**src/rtl/uart_pkg.sv**
```systemverilog
// Shared UART definitions: default baud divisor, frame geometry, counter widths
// and the transmitter state encoding. Imported by the baud generator and the TX top.
package uart_pkg;

  localparam int BAUD_DIV_DEF = 868;  // default terminal count; bit period = BAUD_DIV+1 clks
  localparam int FRAME_BITS   = 10;   // start + 8 data + stop
  localparam int BAUD_W       = 10;   // baud counter width, BAUD_DIV must stay below 1024
  localparam int BIT_W        = 4;    // bit counter width, counts 0..FRAME_BITS-1

  typedef enum logic {
    IDLE = 1'b0,
    TXS  = 1'b1
  } tx_state_t;

endpackage

```
**src/rtl/uart_tx_if.sv**
```systemverilog
// Host-side handshake bundle of the UART transmitter.
//   tx_data   byte to queue, sampled only when trmt is accepted
//   trmt      1-cycle queue request
//   hold_full holding register occupied; requests are dropped while high
//   busy      a frame is shifting out
//   tx_done   1-cycle pulse after the stop bit of a frame has completed
// master = host side, slave = transmitter side.
interface uart_tx_if;
  logic [7:0] tx_data;
  logic       trmt;
  logic       hold_full;
  logic       busy;
  logic       tx_done;

  modport master (output tx_data, output trmt,
                  input  hold_full, input busy, input tx_done);
  modport slave  (input  tx_data, input trmt,
                  output hold_full, output busy, output tx_done);
endinterface

```
**src/rtl/uart_baud_gen.sv**
```systemverilog
// Bit-period timer shared by the UART transmitter and receiver.
// Counts 0..BAUD_DIV while enabled and flags the last clock of each bit period.
//   clk, rst_n  clock, asynchronous active-low reset
//   en          count enable (frame in progress)
//   clr         synchronous clear, wins over counting
//   shift       high during the clock in which the counter sits at BAUD_DIV
module uart_baud_gen
  import uart_pkg::*;
#(
  parameter int BAUD_DIV = BAUD_DIV_DEF
) (
  input  logic clk,
  input  logic rst_n,
  input  logic en,
  input  logic clr,
  output logic shift
);

  localparam logic [BAUD_W-1:0] TERM = BAUD_W'(BAUD_DIV);

  logic [BAUD_W-1:0] baud_cntr;

  assign shift = en && (baud_cntr == TERM);

  always_ff @(posedge clk or negedge rst_n) begin
    if (!rst_n) begin
      baud_cntr <= '0;
    end else if (clr || shift) begin
      baud_cntr <= '0;
    end else if (en) begin
      baud_cntr <= baud_cntr + 1'b1;
    end
  end

endmodule

```
**src/rtl/uart_tx.sv**
```systemverilog
// 8N1 UART transmitter with a one-entry holding register so the host can queue
// the next byte while the current frame shifts out; queued frames follow the
// previous stop bit with no idle gap.
//   clk, rst_n  clock, asynchronous active-low reset
//   bus         uart_tx_if.slave: tx_data/trmt in, hold_full/busy/tx_done out
//   TX          registered serial line, idles high
module uart_tx
  import uart_pkg::*;
#(
  parameter int BAUD_DIV = BAUD_DIV_DEF
) (
  input  logic      clk,
  input  logic      rst_n,
  uart_tx_if.slave  bus,
  output logic      TX
);

  tx_state_t        state;
  logic [9:0]       shift_reg;
  logic [7:0]       hold_reg;
  logic             hold_full;
  logic             busy;
  logic             tx_done;
  logic [BIT_W-1:0] bit_cntr;
  logic             tx_q;

  logic shift;
  logic frame_end;
  logic load;

  // Last shift of a frame: the stop bit has now been held for a full period.
  assign frame_end = shift && (bit_cntr == BIT_W'(FRAME_BITS - 1));
  // Move the holding register into the shifter, either from idle or straight
  // after a stop bit so the next start bit follows without a gap.
  assign load      = hold_full && ((state == IDLE) || frame_end);

  uart_baud_gen #(.BAUD_DIV(BAUD_DIV)) u_baud (
    .clk   (clk),
    .rst_n (rst_n),
    .en    (state == TXS),
    .clr   (load),
    .shift (shift)
  );

  always_ff @(posedge clk or negedge rst_n) begin
    if (!rst_n) begin
      state     <= IDLE;
      shift_reg <= 10'h3FF;
      hold_reg  <= '0;
      hold_full <= 1'b0;
      busy      <= 1'b0;
      tx_done   <= 1'b0;
      bit_cntr  <= '0;
      tx_q      <= 1'b1;
    end else begin
      tx_done <= 1'b0;

      // Accept only into an empty holding register; load below needs it full,
      // so the two never touch hold_full in the same cycle.
      if (bus.trmt && !hold_full) begin
        hold_reg  <= bus.tx_data;
        hold_full <= 1'b1;
      end

      if (frame_end) begin
        tx_done <= 1'b1;
      end

      if (load) begin
        shift_reg <= {1'b1, hold_reg, 1'b0};
        hold_full <= 1'b0;
        bit_cntr  <= '0;
        tx_q      <= 1'b0;  // start bit goes out on the same edge as the load
        busy      <= 1'b1;
        state     <= TXS;
      end else begin
        case (state)
          IDLE: begin
            tx_q <= 1'b1;
          end
          TXS: begin
            if (frame_end) begin
              bit_cntr <= '0;
              tx_q     <= 1'b1;
              busy     <= 1'b0;
              state    <= IDLE;
            end else if (shift) begin
              shift_reg <= {1'b1, shift_reg[9:1]};
              tx_q      <= shift_reg[1];  // bit that becomes shift_reg[0]
              bit_cntr  <= bit_cntr + 1'b1;
            end
          end
          default: state <= IDLE;
        endcase
      end
    end
  end

  assign bus.hold_full = hold_full;
  assign bus.busy      = busy;
  assign bus.tx_done   = tx_done;
  assign TX            = tx_q;

endmodule

```
**src/flat_wrapper.sv**
```systemverilog
// flat-port wrapper written by rule: the top's interface ports become plain ports
module uart_tx_flat import uart_pkg::*;
#(
  parameter int BAUD_DIV = BAUD_DIV_DEF
)
  (clk, rst_n, TX, bus_tx_data, bus_trmt, bus_hold_full, bus_busy, bus_tx_done);
  uart_tx_if bus_i ();
  input  logic clk;
  input  logic rst_n;
  output logic TX;
  input wire logic [$bits(bus_i.tx_data)-1:0] bus_tx_data;
  input wire logic [$bits(bus_i.trmt)-1:0] bus_trmt;
  output wire logic [$bits(bus_i.hold_full)-1:0] bus_hold_full;
  output wire logic [$bits(bus_i.busy)-1:0] bus_busy;
  output wire logic [$bits(bus_i.tx_done)-1:0] bus_tx_done;
  assign bus_i.tx_data = bus_tx_data;
  assign bus_i.trmt = bus_trmt;
  assign bus_hold_full = bus_i.hold_full;
  assign bus_busy = bus_i.busy;
  assign bus_tx_done = bus_i.tx_done;
  uart_tx #(.BAUD_DIV(BAUD_DIV)) u_core (.clk(clk), .rst_n(rst_n), .bus(bus_i), .TX(TX));
endmodule
```
**config.mk**
```make
export PLATFORM = sky130hd
export DESIGN_NAME = uart_tx_flat
export DESIGN_NICKNAME = d
export VERILOG_FILES = /design/src/rtl/uart_pkg.sv /design/src/rtl/uart_tx_if.sv /design/src/rtl/uart_baud_gen.sv /design/src/rtl/uart_tx.sv /design/src/flat_wrapper.sv
export SDC_FILE = /design/constraint.sdc
export NUM_CORES = 1
export LEC_CHECK = 0
export BUFFER_PORTS_ARGS = -buffer_cell sky130_fd_sc_hd__buf_4
export CORE_MARGIN = 8
export CORE_UTILIZATION = 40
export CTS_BUF_LIST = sky130_fd_sc_hd__clkbuf_4
export CTS_CLUSTER_SIZE = 30
export DETAILED_ROUTE_END_ITERATION = 16
export PLACE_DENSITY = 0.65
export SYNTH_ARGS = -nofsm -noshare
export SYNTH_HDL_FRONTEND = slang
export SYNTH_SLANG_ARGS = --single-unit
```
**constraint.sdc**
```tcl
create_clock -name clk -period 2.9 [get_ports clk]
set_input_delay 0 -clock clk [delete_from_list [all_inputs] [get_ports clk]]
set_output_delay 0 -clock clk [all_outputs]
set_load 0.1 [all_outputs]
```
==> key figures, run 1 <==
Status
  – Outcome: finished, final reports clean

Clocking
  – H-tree depth: 2
  – Clock Sinks: 35
  – CTS Root Cell: clkbuf_4
  – CTS Buffer Depth: 2
  – CTS tree: built
  – CTS Buf Count: 5
  – # hold bufs at CTS: 9
  – PostCTS Resize Cnt: 0
  – Post-CTS Setup Inserts: 0
  – Clock slew at reported path FFs: 0.13 ns
  – Clock latency on the worst-skew pair: 0.35 ns

Job
  – Max Cap Viol: 0

Route
  – Average routed wire per standard cell: 14.9 µm
  – Vias/cell: 5.43
  – DR DRC count: 0
  – Detailed Route WL: 3380 µm
  – Antenna-violating nets left: 0
  – Vias: 1232
  – DR iter-0 viols: 109
  – Initial DRT Pass Iterations: 4

Logic synthesis
  – Post-synth cell types: 38
  – Average size of a mapped cell: 11.8 µm²
  – Synth Area in Simple Gates: 13.0%
  – Combinational family with the most area after synthesis: multiplexers
  – Syn. warnings: 0
  – #FFs+latches synth: 35
  – Post-Syn Area: 0.00178 mm²
  – Post-synthesis sequential area ratio: 50.0%
  – Multiplexer share of the synthesized area: 15.7%
  – XOR/XNOR share of the synthesized area: 1.48%
  – Post-synthesis compound-gate area fraction: 12.5%
  – Mapped Cells: 151
  – Area share of fa/ha/maj cells after synthesis: 2.82%
  – Syn Nets: 166

Global route
  – Total gr overflow: 0
  – First-pass GRT wire length: 5760 µm
  – Vias in the first global route: 1289
  – GRT Overall Usage: 11.0%
  – Initial antenna violation count: 0
  – Largest net degree at the start of global routing: 36

Layout
  – Antenna diodes: 0
  – Final instance area: 0.00205 mm²
  – Area Growth Syn to Fin: 15.7%
  – Nets: 189
  – Largest register FFs: 10
  – Layout cell share with drive strength beyond 1: 32.6%
  – Finished Layout Cells: 227

Worst setup path
  – CP Launch Type: flip-flop
  – Crit path max fanout: 13
  – Critical path arrival: 2.42 ns
  – Reg2Reg Depth: 7
  – Largest stage delay, worst path: 0.43 ns
  – RR Startpoint: u_core.u_baud.baud_cntr[0]$_DFFE_PN0P_
  – Buf/Inv on CP: 2
  – CP Cell Sequence: inv_1 -> ha_1 -> and3b_1 -> a31oi_2 -> nor2b_1 -> buf_4 -> mux2_2
  – Crit-path slowest cell: dfrtp_1
  – Data required, critical path: 3.17 ns
  – R2R Path End: u_core.shift_reg[7]$_DFFE_PN1P_
  – Crit end category: flip-flop
  – Worst setup path start: u_core.u_baud.baud_cntr[0]$_DFFE_PN0P_
  – CP top delay family: simple AND/OR/NAND/NOR gates
  – Worst reg-to-reg setup slack: 0.76 ns
  – CP Class: reg2reg

Timing
  – Slew Viols, Final: 0
  – Fmax: 466 MHz
  – Smallest hold slack: 0.119 ns
  – Final period util: 74.0%
  – RSZ-0062 raised after global routing: no
  – Clock Skews: 0.0191 ns
  – Slew headroom: 48.6%
  – Final min period: 2.14 ns
  – Final Setup Violations: 0
  – Fin Setup TNS: 0 ns
  – Final Hold Viols: 0
  – Worst Tran Pin Value: 0.769 ns

Floorplanning
  – Io pins: 15
  – Die height: 82.6 µm
  – Initial Util: 41.1%
  – Num rows: 24
  – Die area: 0.00683 mm²
  – Core Footprint: 0.00432 mm²
  – Die Width: 82.6 µm

Power
  – Power Total: 1.35 mW
  – P_leak: 0.921 nW
  – Peak VDD IR: 442 µV
  – Power density cells: 659 mW/mm²

Min path
  – Hold Crit Class: in2async

Placement
  – Post-Place Cells: 210
  – Placed inst area: 0.00190 mm²
  – RD Place Congestion: 0.884
  – Port Buffers: 14
  – Dpl hpwl: 2460 µm
==> stage by stage <==
step	worst slack (ns)	utilization, %
2_1_floorplan	0.702	-
3_3_place_gp	0.885	44.0
3_5_place_dp	0.813	44.0
4_1_cts	0.761	47.5
5_1_grt	0.603	47.5
6_report	0.755	47.5
==> report_power, final <==
part / internal, mW / switching (mW) / leakage [nW]
Clock: 0.0970 / 0.180 / 0.0314
Sequential: 0.632 / 0.106 / 0.411
Combinational: 0.160 / 0.178 / 0.479
==> synth_stat cells <==
library cell / n / area, µm²
dfrtp_1: 26 / 651
mux2_2: 20 / 225
nand2_1: 10 / 37.5
o21ai_0: 10 / 50.1
dfstp_2: 9 / 236
inv_1: 8 / 30.0
nor2_1: 6 / 22.5
buf_2: 5 / 25.0
nand4_1: 5 / 31.3
a21o_1: 4 / 30.0
ha_1: 4 / 50.1
nand3_1: 4 / 20.0
a21oi_1: 3 / 15.0
mux2_1: 3 / 33.8
nor2b_1: 3 / 18.8
xor2_1: 3 / 26.3
a41oi_4: 2 / 55.1
and2_1: 2 / 12.5
and3_1: 2 / 12.5
buf_6: 2 / 22.5
mux2i_1: 2 / 20.0
or3_1: 2 / 12.5
a22o_1: 1 / 8.76
a311oi_1: 1 / 8.76
a31oi_2: 1 / 12.5
a41o_1: 1 / 10.0
a41oi_1: 1 / 8.76
and3b_1: 1 / 8.76
and4_1: 1 / 8.76
and4b_2: 1 / 11.3
and4bb_1: 1 / 12.5
clkbuf_1: 1 / 3.75
nor3_1: 1 / 5.00
o211ai_1: 1 / 7.51
o22a_1: 1 / 8.76
o22ai_1: 1 / 6.26
or2_2: 1 / 6.26
or4b_1: 1 / 10.0
==> cells in the final DEF, fill, tap and decap left out, types with 2 or more instances in the layout <==
| cell | netlist | layout |
|---|---|---|
| buf_4 | 0 | 15 |
| and2_1 | 2 | 2 |
| o21ai_0 | 10 | 10 |
| dfstp_2 | 9 | 9 |
| a21oi_1 | 3 | 3 |
| and3_1 | 2 | 2 |
| mux2i_1 | 2 | 2 |
| or3_1 | 2 | 2 |
| dlygate4sd3_1 | 0 | 9 |
| ha_1 | 4 | 4 |
| nor2_1 | 6 | 6 |
| xor2_1 | 3 | 3 |
| nor2b_1 | 3 | 3 |
| nand3_1 | 4 | 4 |
| mux2_2 | 20 | 20 |
| clkinv_4 | 0 | 2 |
| inv_1 | 8 | 8 |
| a21o_1 | 4 | 4 |
| nand4_1 | 5 | 5 |
| dfrtp_1 | 26 | 26 |
| clkbuf_4 | 0 | 5 |
| nand2_1 | 10 | 10 |
| a41oi_4 | 2 | 2 |
| mux2_1 | 3 | 3 |
==> cell type report <==
| type | instances | area, µm² |
|---|---|---|
| Tap cell | 52 | 65.1 |
| Multi-Input combinational cell | 100 | 807 |
| Clock inverter | 3 | 25.0 |
| Clock buffer | 5 | 37.5 |
| Sequential cell | 35 | 887 |
| Fill cell | 397 | 2270 |
| Timing Repair Buffer | 24 | 203 |
| Inverter | 8 | 30.0 |
==> worst max path at each step <==
stage / cells past startpoint / endpoint / slack (ns)
finish: 7 / u_core.shift_reg[7]$_DFFE_PN1P_ / 0.76
global placement: 7 / u_core.shift_reg[5]$_DFFE_PN1P_ / 0.89
global route: 7 / u_core.shift_reg[7]$_DFFE_PN1P_ / 0.60
CTS: 7 / u_core.shift_reg[7]$_DFFE_PN1P_ / 0.76
floorplan: 4 / u_core.shift_reg[1]$_DFFE_PN1P_ / 0.70
detailed placement: 7 / u_core.shift_reg[7]$_DFFE_PN1P_ / 0.81
==> cell families after synthesis <==
| kind of cell | after synthesis |
|---|---|
| AND/OR/NAND/NOR | 41 |
| flip-flops | 35 |
| AO/OA/AOI/OAI | 27 |
| multiplexers | 25 |
| buffers and inverters | 16 |
| adder cells (fa/ha/maj) | 4 |
| XOR/XNOR | 3 |
==> routing by layer <==
layer | GRT usage [%] | part of all wire (%)
met1 | 12.8 | 44
met2 | 17.4 | 49
met3 | 4.22 | 4.8
met4 | 5.52 | 1.9
met5 | 0 | 0
No activity file was read; power rests on OpenSTA's default activity.
==> inputs of run 2 (changes only) <==
- ABC_AREA: not set -> 1
- PLACE_DENSITY: 0.65 -> 0.67
- clock period: 2.9 -> 1.9 ns (I/O delays scaled with it)
==> run 2 against run 1 <==
  * Global-route usage decreased by 0.78 points
  * Clock skew shrank 0.0074 ns
  * Core utilization up 0.23 points
  * Register-to-register slack lost 0.42 ns
  * Setup slack lost 0.42 ns
  * Power up 2.3%
  * Synthesized cell count is 41% higher
  * Die area increased by 2.2%
  * Critical path depth grew 2
  * Critical path type unchanged
  * Largest cell class unchanged
  * Highest routed layer unchanged
==> key figures, run 2 <==
Floorplanning
  – Die height: 83.5 µm (+1.1%)
  – Num rows: 24 (unchanged)
  – Die Width: 83.5 µm (+1.1%)
  – Core Footprint: 0.00438 mm² (+1.4%)
  – Initial Util: 41.6% (+0.55 points)
  – Die area: 0.00698 mm² (+2.2%)
  – Io pins: 15 (unchanged)

Worst setup path
  – Crit end category: flip-flop
  – Data required, critical path: 2.14 ns (-1.03 ns)
  – Reg2Reg Depth: 9 (+2)
  – CP Class: reg2reg
  – Critical path arrival: 1.80 ns (-0.62 ns)
  – R2R Path End: u_core.bit_cntr[3]$_DFFE_PN0P_
  – CP Launch Type: flip-flop
  – Worst reg-to-reg setup slack: 0.34 ns (-0.42 ns)
  – RR Startpoint: u_core.u_baud.baud_cntr[0]$_DFFE_PN0P_
  – Worst setup path start: u_core.u_baud.baud_cntr[0]$_DFFE_PN0P_
  – CP endpoint: u_core.bit_cntr[3]$_DFFE_PN0P_
  – Crit path max fanout: 17 (+4)

Global route
  – Vias in the first global route: 1285 (-0.31%)
  – Total gr overflow: 0 (unchanged)
  – GRT Overall Usage: 10.2% (-0.78 points)
  – First-pass GRT wire length: 5890 µm (+2.2%)
  – Initial antenna violation count: 0 (unchanged)
  – Largest net degree at the start of global routing: 36 (unchanged)

Layout
  – Antenna diodes: 0 (unchanged)
  – Most frequent cells in the layout: 50 x nand2_1, 27 x nor2_1, 25 x dfrtp_1
  – Layout cell share with drive strength beyond 1: 23.4% (-9.1 points)
  – Largest register FFs: 10 (unchanged)
  – Post-layout util: 47.7% (+0.23 points)
  – Commonest non-fill, non-tap cell in the layout: nand2_1
  – Nets: 253 (+34%)
  – Area Growth Syn to Fin: 14.7%
  – FILL cells: 413 (+4.0%)

Route
  – Antenna-violating nets left: 0 (unchanged)
  – Vias/cell: 4.68 (-14%)
  – Average routed wire per standard cell: 11.7 µm (-21%)
  – Initial DRT Pass Iterations: 4 (unchanged)
  – DR iter-0 viols: 81 (-26%)
  – Detailed Route WL: 3400 µm (+0.71%)
  – Vias: 1361 (+10%)
  – DR DRC count: 0 (unchanged)

Logic synthesis
  – Ys flop type: dfrtp_1
  – EDFF count, synth: 0 (unchanged)
  – Syn. warnings: 0 (unchanged)
  – #FFs+latches synth: 35 (unchanged)
  – Yosys top cell by area: dfrtp_1
  – Post-Syn Area: 0.00182 mm² (+2.7%)
  – Synth Area in Simple Gates: 29.3% (+16 points)
  – Post-synth cell types: 28 (-26%)
  – Ys async rst share: 100% (unchanged)
  – Area share of the largest cell type after synthesis: 35.7% (-0.98 points)
  – Combinational family with the most area after synthesis: simple AND/OR/NAND/NOR gates
  – Area share of fa/ha/maj cells after synthesis: 2.74% (-0.075 points)
  – Post-synth top cells: 50 x nand2_1, 27 x nor2_1, 26 x dfrtp_1
  – Multiplexer share of the synthesized area: 3.09% (-13 points)
  – Main area contributors after synthesis: dfrtp_1 36%, dfstp_2 13%, nand2_1 10%
  – Mapped Cells: 213 (+41%)
  – Top-count cell post-synth: nand2_1
  – Syn Nets: 228 (+37%)
  – Average size of a mapped cell: 8.56 µm² (-27%)
  – Post-synthesis compound-gate area fraction: 6.65% (-5.8 points)
  – XOR/XNOR share of the synthesized area: 1.92% (+0.44 points)
  – Post-synthesis sequential area ratio: 48.6% (-1.3 points)

Placement
  – Port Buffers: 14 (unchanged)
  – Dpl hpwl: 2390 µm (-2.8%)
  – RD Place Congestion: 0.840 (-5.0%)

Clocking
  – # hold bufs at CTS: 9 (unchanged)
  – Clock Sinks: 35 (unchanged)
  – CTS Root Cell: clkbuf_4
  – CTS Buffer Depth: 2 (unchanged)
  – Post-CTS Setup Inserts: 0 (unchanged)
  – H-tree depth: 2 (unchanged)
  – Clock latency on the worst-skew pair: 0.34 ns (about the same)
  – PostCTS Resize Cnt: 0 (unchanged)
  – CTS Buf Count: 5 (unchanged)
  – Clock slew at reported path FFs: 0.11 ns (-0.02 ns)
  – CTS tree: built

Timing
  – Final min period: 1.56 ns (-0.581 ns)
  – RSZ-0062 raised after global routing: no
  – Slew headroom: 71.0% (+22 points)
  – Worst Tran Pin Value: 0.434 ns (-0.335 ns)
  – Final Setup Violations: 0 (unchanged)
  – Slew Viols, Final: 0 (unchanged)
  – Fmax: 640 MHz (+37%)
  – Fin Setup TNS: 0 ns (unchanged)
  – Final period util: 82.3% (+8.3 points)
  – Clock Skews: 0.0117 ns (-0.00743 ns)
  – Final Hold Viols: 0 (unchanged)

Min path
  – Hold Crit Class: in2async

Status
  – Outcome: finished, final reports clean

Job
  – Max Cap Viol: 0 (unchanged)

Power
  – P_leak: 0.969 nW (+5.2%)
  – Peak VDD IR: 424 µV (-4.1%)
  – Power density cells: 661 mW/mm² (+0.44%)
-- run 2: changes by cell type in the layout (fill, tap and decap cells not counted), sizes merged, moves of 3 or more --
cell    previous run  this run
a21o               4         0
a21oi              3         7
a41oi              3         0
inv                8        23
mux2              23         5
nand2             10        58
nand3              4        15
nand3b             0         4
nor2               6        32
nor2b              3         0
-- run 2: stage by stage --
stage                     total power, mW  cell area (µm²)  std cells  worst slack (ns)  hold slack (ns)
after floorplan                     0.930             1830        213             0.221           -0.296
after detailed placement            0.979             1950        274             0.324          -0.0239
after global routing                 1.46             2090        291             0.173            0.161
after CTS                            1.40             2090        291             0.323            0.141
after global placement              0.976             1950        274             0.376          -0.0232
final                                1.38             2090        291             0.337            0.143
-- run 2: how the worst min path moves through the flow --
stage | from | to | slack [ns]
after floorplan | rst_n | u_core.bit_cntr[0]$_DFFE_PN0P_ | -0.30
after global placement | rst_n | u_core.u_baud.baud_cntr[5]$_DFFE_PN0P_ | -0.02
after detailed placement | rst_n | u_core.u_baud.baud_cntr[6]$_DFFE_PN0P_ | -0.02
after CTS | rst_n | u_core.hold_reg[0]$_DFFE_PN0P_ | 0.14
after global routing | rst_n | u_core.bit_cntr[1]$_DFFE_PN0P_ | 0.16
final | rst_n | u_core.bus.busy$_DFFE_PN0P_ | 0.14
-- run 2: layer usage --
layer | up-vias | share of wire, % | track usage (%) | wire length [µm]
li1 | 733 | - | - | -
met1 | 607 | 49 | 12.9 | 1680
met2 | 19 | 46 | 15.7 | 1570
met3 | 2 | 3.7 | 3.22 | 125
met4 | 0 | 1.0 | 4.24 | 35
met5 | - | 0 | 0 | 0
-- run 2: logic make-up after synthesis --
family / Yosys count
xor+xnor: 4
buf+inv: 29
fa+ha+maj: 4
compound gates: 22
flops: 35
simple gates: 114
mux: 5
-- run 2: area by class of cell --
class                      instances  area, µm²  share of cell area (%)
sequential                        35        888                    42.4
tap                               52       65.1                    3.11
inverter                          24       90.1                    4.30
clock buffer                       6       45.0                    2.15
multi-input combinational        149        797                    38.1
timing repair buffer              23        195                    9.32
clock inverter                     2       12.5                   0.598
-- run 2: power by group --
part	internal [mW]	switching, mW
clock	0.157	0.250
sequential	0.807	0.0276
combinational	0.0753	0.0678
total	1.04	0.346
-- run 2: critical path, stage by stage, from the launching register on --
cell     delay, ns
dfrtp_1       0.43
inv_1         0.07
ha_1          0.13
nand3_1       0.12
nor2_2        0.15
nand3_2       0.13
nand2_4       0.20
nand2_2       0.10
nand3_1       0.10
nand2_1       0.05
==> inputs of run 3 (changes only) <==
- PLACE_DENSITY: 0.67 -> 0.65
- clock period: 1.9 -> 1.57 ns (I/O delays scaled with it)
==> run 3 against run 2 <==
  * Core utilization increased by 3.4 points
  * Sequential cell count unchanged
  * Register-to-register slack worse by 0.27 ns
  * Count of clock-buffer cells in the layout down 1
  * Wire length up 3.0%
  * Sequential power grew 21%
  * Clock power up 25%
  * First-iteration DRC count down 16%
  * Hold slack lost 0.016 ns
==> key figures, run 3 (synthesis gave the netlist of run 2 again) <==
Status
  – Outcome: finished, final reports clean

Worst setup path
  – CP Cell Sequence: inv_1 -> ha_2 -> nand3_4 -> nor2_4 -> nand4_1 -> nand2_2 -> nor2_1 -> nand2_1 -> nand2_1
  – RR Startpoint: u_core.u_baud.baud_cntr[1]$_DFFE_PN0P_
  – Largest stage delay, worst path: 0.40 ns (-0.03 ns)
  – Crit-path slowest cell: dfrtp_1
  – Buf/Inv on CP: 1 (unchanged)
  – Data required, critical path: 1.87 ns (-0.27 ns)
  – Reg2Reg Depth: 9 (unchanged)
  – CP top delay family: simple AND/OR/NAND/NOR gates
  – Worst setup path start: u_core.u_baud.baud_cntr[1]$_DFFE_PN0P_
  – Crit path max fanout: 7 (-10)
  – R2R Path End: u_core.shift_reg[2]$_DFFE_PN1P_
  – Crit path top cell by count: nand2_1
  – Critical path arrival: 1.80 ns (about the same)
  – CP Class: reg2reg
  – Crit end category: flip-flop
  – Worst reg-to-reg setup slack: 0.07 ns (-0.27 ns)
  – CP Launch Type: flip-flop

Clocking
  – CTS Root Cell: clkbuf_4
  – H-tree depth: 2 (unchanged)
  – Clock Sinks: 35 (unchanged)
  – Clock latency on the worst-skew pair: 0.35 ns (about the same)
  – CTS tree: built
  – Clock slew at reported path FFs: 0.12 ns (about the same)
  – CTS Buffer Depth: 2 (unchanged)
  – CTS Buf Count: 5 (unchanged)

Timing
  – Final Hold Viols: 0 (unchanged)
  – Slew Viols, Final: 0 (unchanged)
  – Final min period: 1.50 ns (-0.0648 ns)
  – Fmax: 667 MHz (+4.3%)
  – Final period util: 95.4% (+13 points)
  – Clock Skews: 0.0152 ns (+0.00352 ns)
  – Slew headroom: 71.3% (+0.22 points)
  – RSZ-0062 raised after global routing: yes
  – Final Setup Violations: 0 (unchanged)
  – Worst Tran Pin Value: 0.431 ns (-0.00325 ns)

Layout
  – Antenna diodes: 0 (unchanged)
  – Footprint of the multi-input gates: 871 µm² (+9.3%)
  – Post-layout util: 51.1% (+3.4 points)
  – Layout cell share with drive strength beyond 1: 30.0% (+6.6 points)
  – Area Growth Syn to Fin: 22.9%
  – Commonest non-fill, non-tap cell in the layout: nand2_1
  – Largest register FFs: 10 (unchanged)
  – Seq. cell area: 892 µm² (+0.42%)
  – FILL cells: 407 (-1.5%)
  – Most frequent cells in the layout: 50 x nand2_1, 24 x dfrtp_1, 23 x nor2_1, 23 x buf_4, 19 x inv_1
  – Nets: 264 (+4.3%)

Floorplanning
  – Die height: 83.5 µm (unchanged)
  – Die Width: 83.5 µm (unchanged)
  – Num rows: 24 (unchanged)
  – Core Footprint: 0.00438 mm² (unchanged)
  – Io pins: 15 (unchanged)
  – Die area: 0.00698 mm² (unchanged)
  – Initial Util: 41.6% (unchanged)

Power
  – Peak VDD IR: 436 µV (+2.9%)
  – P_leak: 1.02 nW (+5.0%)
  – Power density cells: 756 mW/mm² (+14%)
  – Power Total: 1.70 mW (+22%)

Route
  – DR iter-0 viols: 68 (-16%)
  – Average routed wire per standard cell: 11.6 µm (-0.73%)
  – Vias: 1455 (+6.9%)
  – Initial DRT Pass Iterations: 4 (unchanged)
  – DR DRC count: 0 (unchanged)
  – Antenna-violating nets left: 0 (unchanged)
  – Detailed Route WL: 3510 µm (+3.0%)
  – Vias/cell: 4.82 (+3.0%)

Placement
  – RD Place Congestion: 0.773 (-8.0%)
  – Port Buffers: 14 (unchanged)
  – Dpl hpwl: 2380 µm (-0.48%)

Global route
  – Vias in the first global route: 1342 (+4.4%)
  – Initial antenna violation count: 0 (unchanged)
  – Total gr overflow: 0 (unchanged)
  – GRT Overall Usage: 10.2% (about the same)
  – First-pass GRT wire length: 5940 µm (+0.93%)
  – Largest net degree at the start of global routing: 36 (unchanged)

Min path
  – Hold Crit Class: in2async

Job
  – Max Cap Viol: 0 (unchanged)
-- run 3: changes by cell type in the layout (fill, tap and decap cells not counted), moves of 2 or more --
cell	change
nor2_4	+2
nor2_1	-4
nor2_2	+2
buf_4	+9
nand3_4	+2
-- run 3: metrics by stage --
step	std cells	instance area [µm²]	hold WS, ns	setup WS [ns]	TNS [ns]
5_1_grt	302	2240	0.154	-0.0573	-0.467
3_5_place_dp	281	2000	-0.0196	0.0534	0
3_3_place_gp	281	2000	-0.0246	0.0981	0
4_1_cts	298	2150	0.122	0.0454	0
6_report	302	2240	0.128	0.0716	0
2_1_floorplan	213	1830	-0.296	-0.00891	-0.0178
-- run 3: cell type report --
class | count | area share (%)
clock buffer | 5 | 1.67
clock inverter | 3 | 1.06
inverter | 24 | 4.02
multi-input combinational | 151 | 38.8
sequential | 35 | 39.8
tap | 52 | 2.90
timing repair buffer | 32 | 11.7
-- run 3: worst max path at each step --
stage / slack, ns / endpoint / cells past startpoint
2_1_floorplan: -0.009 / u_core.shift_reg[6]$_DFFE_PN1P_ / 9
3_3_place_gp: 0.1 / u_core.u_baud.baud_cntr[6]$_DFFE_PN0P_ / 9
3_5_place_dp: 0.05 / u_core.bit_cntr[3]$_DFFE_PN0P_ / 9
4_1_cts: 0.05 / u_core.bit_cntr[3]$_DFFE_PN0P_ / 9
5_1_grt: -0.06 / u_core.u_baud.baud_cntr[6]$_DFFE_PN0P_ / 9
6_report: 0.07 / u_core.shift_reg[2]$_DFFE_PN1P_ / 9
-- run 3: per-layer routing --
| layer | GRT usage, % | wire length [µm] | vias to the layer above |
|---|---|---|---|
| met5 | 0 | 0 | - |
| met4 | 4.71 | 66 | 0 |
| met3 | 3.61 | 135 | 7 |
| met2 | 15.2 | 1610 | 20 |
| met1 | 12.9 | 1690 | 673 |
| li1 | - | - | 755 |
-- run 3: worst register-to-register path, delay by kind of cell, from the launching register on --
kind	cells	cell delay, ns
adder cells (fa/ha/maj)	1	0.19
flip-flops	1	0.40
AND/OR/NAND/NOR	7	0.78
buffers and inverters	1	0.08
-- run 3: where the power goes --
| group | total [mW] | leakage (nW) | switching (mW) | internal, mW |
|---|---|---|---|---|
| clock network | 0.509 | 0.0278 | 0.330 | 0.179 |
| logic | 0.179 | 0.581 | 0.0849 | 0.0938 |
| registers | 1.01 | 0.410 | 0.0305 | 0.977 |
-- run 3: repair_timing --
item / 4_1_cts / 5_1_grt
buffers inserted: 0 / 2
hold endpoints to repair: 43 / 0
setup endpoints to repair: 0 / 20
hold buffers: 9 / 0
resized for setup: 0 / 14
